$ cat config.mk
export PLATFORM = sky130hd
export DESIGN_NAME = ncl_sync_tx
export DESIGN_NICKNAME = d
export VERILOG_FILES = /design/src/rtl/ncl_sync_tx.sv
export SDC_FILE = /design/constraint.sdc
export NUM_CORES = 1
export LEC_CHECK = 0
export ABC_AREA = 1
export CORE_UTILIZATION = 28
export CTS_BUF_LIST = sky130_fd_sc_hd__clkbuf_16
export DETAILED_ROUTE_END_ITERATION = 7
export PLACE_DENSITY = 0.57
export SLEW_MARGIN = 20
export SYNTH_ARGS = -nofsm -noshare
export SYNTH_HDL_FRONTEND = slang
export SYNTH_SLANG_ARGS = --single-unit
$ cat constraint.sdc
create_clock -name clk -period 2 [get_ports clk]
set_clock_uncertainty 0.05 [all_clocks]
set_input_delay 0.2 -clock clk [delete_from_list [all_inputs] [get_ports clk]]
set_output_delay 0.2 -clock clk [all_outputs]
set_load 0.01 [all_outputs]
$ cat src/rtl/ncl_sync_tx.sv
// ncl_sync_tx: clocked valid/ready word source driving a dual-rail NCL bus
// with the four-phase DATA/NULL protocol, paced by the consumer's ki.
module ncl_sync_tx #(
  parameter int W           = 8,
  parameter int SYNC_STAGES = 2,
  parameter int CNT_W       = 16,
  parameter int TIMEOUT     = 1024
) (
  input  logic             clk,
  input  logic             rst,
  input  logic [W-1:0]     in_data,
  input  logic             in_valid,
  output logic             in_ready,
  input  logic             ki,
  output logic [W-1:0]     rail_t,
  output logic [W-1:0]     rail_f,
  output logic [CNT_W-1:0] xfer_count,
  output logic             stall
);

  // Wide enough to hold TIMEOUT itself; a single bit when the timeout is disabled.
  localparam int WAIT_W = (TIMEOUT > 0) ? $clog2(TIMEOUT + 1) : 1;
  localparam logic [WAIT_W-1:0] WAIT_MAX = WAIT_W'(TIMEOUT);

  typedef enum logic [1:0] {
    IDLE,
    SEND_DATA,
    SEND_NULL
  } state_t;

  state_t                 state;
  logic [SYNC_STAGES-1:0] ki_sync;
  logic                   ki_s;
  logic [WAIT_W-1:0]      wait_cnt;
  logic [WAIT_W-1:0]      wait_next;
  logic                   wait_hit;

  assign ki_s     = ki_sync[SYNC_STAGES-1];
  assign in_ready = (state == IDLE) && ki_s;

  // Bring the asynchronous completion signal into the clock domain.
  always_ff @(posedge clk or posedge rst) begin
    if (rst) begin
      ki_sync <= '0;
    end else begin
      ki_sync <= {ki_sync[SYNC_STAGES-2:0], ki};
    end
  end

  // Saturating next value of the phase wait counter and the cycle it reaches TIMEOUT.
  always_comb begin
    wait_next = wait_cnt;
    wait_hit  = 1'b0;
    if (wait_cnt != WAIT_MAX) begin
      wait_next = wait_cnt + WAIT_W'(1);
      wait_hit  = (TIMEOUT != 0) && (wait_next == WAIT_MAX);
    end
  end

  // Protocol sequencer: rails, transfer count, wait counter and sticky stall flag.
  always_ff @(posedge clk or posedge rst) begin
    if (rst) begin
      state      <= IDLE;
      rail_t     <= '0;
      rail_f     <= '0;
      xfer_count <= '0;
      stall      <= 1'b0;
      wait_cnt   <= '0;
    end else begin
      case (state)
        IDLE: begin
          wait_cnt <= '0;
          if (in_valid && in_ready) begin
            rail_t <= in_data;
            rail_f <= ~in_data;
            state  <= SEND_DATA;
          end
        end
        SEND_DATA: begin
          if (!ki_s) begin
            rail_t   <= '0;
            rail_f   <= '0;
            wait_cnt <= '0;
            state    <= SEND_NULL;
          end else begin
            wait_cnt <= wait_next;
            if (wait_hit) begin
              stall <= 1'b1;
            end
          end
        end
        SEND_NULL: begin
          if (ki_s) begin
            wait_cnt   <= '0;
            xfer_count <= xfer_count + CNT_W'(1);
            state      <= IDLE;
          end else begin
            wait_cnt <= wait_next;
            if (wait_hit) begin
              stall <= 1'b1;
            end
          end
        end
        default: begin
          rail_t   <= '0;
          rail_f   <= '0;
          wait_cnt <= '0;
          state    <= IDLE;
        end
      endcase
    end
  end

endmodule
==> results of run 1 <==
==> worst max path at each step <==
| stage | startpoint | endpoint | slack [ns] | cells after the start |
|---|---|---|---|---|
| 2_1_floorplan | state[0] | xfer_count[14] | 0.44 | 9 |
| 3_3_place_gp | state[0] | xfer_count[13] | 0.31 | 9 |
| 3_5_place_dp | state[0] | xfer_count[13] | 0.27 | 9 |
| 4_1_cts | state[1] | in_ready | 0.08 | 5 |
| 5_1_grt | state[1] | in_ready | 0.02 | 5 |
| 6_report | state[0] | in_ready | 0.10 | 5 |
==> cell usage after synthesis, drive strengths merged <==
library cell	count	area, sq um
nand2	54	213
inv	51	191
dfrtp	48	1200
nor2	33	161
nand3	23	140
o21ai	22	110
nand3b	11	82.6
xor2	9	78.8
ha	8	100
a21oi	7	35.0
buf	6	28.8
xnor2	4	35.0
nand4	2	12.5
nor3	2	10.0
a21boi	1	7.51
and3	1	6.26
mux2	1	11.3
==> registers in the layout (all words and copies together) (netlist names) <==
| name | count |
|---|---|
| xfer_count | 16 |
| stall | 1 |
| ki_sync | 2 |
| rail_f | 8 |
| state | 2 |
| rail_t | 8 |
| wait_cnt | 11 |
==> through the flow <==
stage	hold WS (ns)	util (%)	setup WS [ns]	cell area [sq um]	instances
after global routing	0.243	38.6	0.0201	3210	438
final	0.207	38.6	0.102	3210	438
after detailed placement	0.296	36.4	0.269	3020	431
after global placement	0.284	36.4	0.307	3020	431
after floorplan	0.181	-	0.444	2420	283
after CTS	0.233	38.6	0.0825	3210	438
==> cells by family (layout without fill, tap and decap cells) <==
family	after synthesis	in the layout	synth area share, %
AND/OR/NAND/NOR	126	126	25.8
buffers and inverters	57	107	9.08
flip-flops	48	48	49.5
AO/OA/AOI/OAI	30	30	6.30
XOR/XNOR	13	13	4.70
adder cells (fa/ha/maj)	8	8	4.13
multiplexers	1	1	0.464
==> layer usage <==
metal / vias up / global-route usage, % / part of all wire [%]
met5: - / 0 / 0
met4: 0 / 4.17 / 1.2
met3: 4 / 2.15 / 2.0
met2: 23 / 18.6 / 49
met1: 861 / 15.7 / 47
li1: 973 / - / -
==> critical path: cells and delay by family, from the launching register on <==
family        cells  cell delay (ns)
buf+inv           3             0.73
flops             1             0.38
fa+ha+maj         1             0.20
simple gates      1             0.06
==> final cells by class <==
class	count	share of cell area (%)
Multi-Input combinational cell	178	31.3
Clock inverter	2	1.87
Clock buffer	5	3.90
Timing Repair Buffer	49	15.4
Tap cell	105	4.10
Inverter	51	5.97
Sequential cell	48	37.5
==> power by group through the flow <==
stage	clock network, mW	registers (mW)	logic, mW
after detailed placement	0	1.32	1.20
final	1.04	1.30	1.19
after global placement	0	1.32	1.18
after floorplan	0	1.36	0.683
after global routing	1.12	1.33	1.34
after CTS	1.07	1.30	1.21
==> flow_summary.json, run 1 <==
{
  "worst_path_most_repeated_cell": "inv_1",
  "postRouteWirelength_microns": 4830,
  "cp-end-kind": "primary output",
  "worst_slew_pin_slew_ns": 0.327,
  "io_pins": 46,
  "cts-resized-gates": 0,
  "r2r-end": "xfer_count[13]",
  "finalCritPeriodShare_pct": 94.9,
  "cts_buffer_depth": 2,
  "grt_usage_pct": 11.6,
  "fp-row-count": 33,
  "cp.required_ns": 1.75,
  "p_total_mw": 3.54,
  "cap_violations": 0,
  "post-dp-hpwl_microns": 3610,
  "holdCritPathClass": "input port to async pin",
  "start_util_pct": 29.2,
  "r2r_start": "state[0]",
  "antenna_found_initial": 0,
  "path_max_fanout": 4,
  "first_iter_violations": 96,
  "coreArea_sq_mm": 0.00830,
  "hold_viol_final": 0,
  "wl_per_cell_microns": 11.0,
  "cpPeakStageDelay_ns": 0.55,
  "vdd_drop_max_uv": 501,
  "switching_power_mw": 1.15,
  "combPwrFrac_pct": 33.6,
  "power_density_mw_per_mm2": 1100,
  "yosysSeqAreaShare_pct": 49.5,
  "syn2layout_area_growth_pct": 32.2,
  "synth.avg_cell_area_sq_um": 8.57,
  "nFillCells": 835,
  "drive_gt1_share_pct": 7.81,
  "seqPwrFrac_pct": 36.8,
  "setup_viol": 0,
  "gp_congestion": 0.792,
  "htree_levels": 2,
  "max_slew_margin_pct": 78.1,
  "yosysWarnings": 0,
  "ys_seq_elements": 48,
  "die_w_microns": 95.1,
  "cts_root_buf": "clkbuf_16",
  "dieArea_sq_mm": 0.00904,
  "leakagePower_nw": 1.46,
  "crit_arrival_ns": 1.65,
  "rsz0062_at_grt": "no",
  "ff2ff_path_depth": 9,
  "switching_share_pct": 32.5,
  "clkPwrFrac_pct": 29.6,
  "crit_type": "flip-flop to primary output",
  "ff_latch_area_sq_mm": 0.00120,
  "cts_made_buffers": 5,
  "n_antenna_cell": 0,
  "ant_nets": 0,
  "post-cts-setup-buffers": 0,
  "vias": 1861,
  "synth.distinct_cells": 23,
  "grt_pass1_wl_microns": 8160,
  "post_drt_via_cell_ratio": 4.25,
  "overflow": 0,
  "grt_max_degree": 49,
  "tns_ns": 0,
  "syn-num-nets": 303,
  "outcome": "finished clean",
  "cpMaxStageDelayCell": "clkdlybuf4s50_1",
  "multi_input_area_sq_mm": 0.00100,
  "insertion_delay_ns": 0.28,
  "fin_nets": 353,
  "first_global_vias": 1779,
  "netlist_instances": 283,
  "rrSetupSlack_ns": 0.26,
  "cts_tree": "yes",
  "die_h_microns": 95.1,
  "p_int_mw": 2.39,
  "startpoint_type": "flip-flop",
  "period_minus_slack_ns": 1.90,
  "final_cell_mix": "nand2_1 (50), inv_1 (50), dfrtp_1 (48)",
  "port_buffers": 45,
  "max_freq_ghz": 0.527,
  "netlist_area_sq_mm": 0.00242,
  "dr.pass1.iters": 4,
  "hold_buffers": 0,
  "drc": 0,
  "path_cells": "inv_1 -> ha_1 -> nand2_1 -> inv_1 -> clkdlybuf4s50_1",
  "drv_slew": 0,
  "numClockSinks": 48,
  "clk_pin_slew_ns": 0.06
}
(Power assumes the default switching activity.)
==> inputs of run 2 (changes only) <==
- SLEW_MARGIN: 20 -> 25
==> results of run 2 <==
Same layout as run 1: the final DEF is identical, and so are final timing and power.
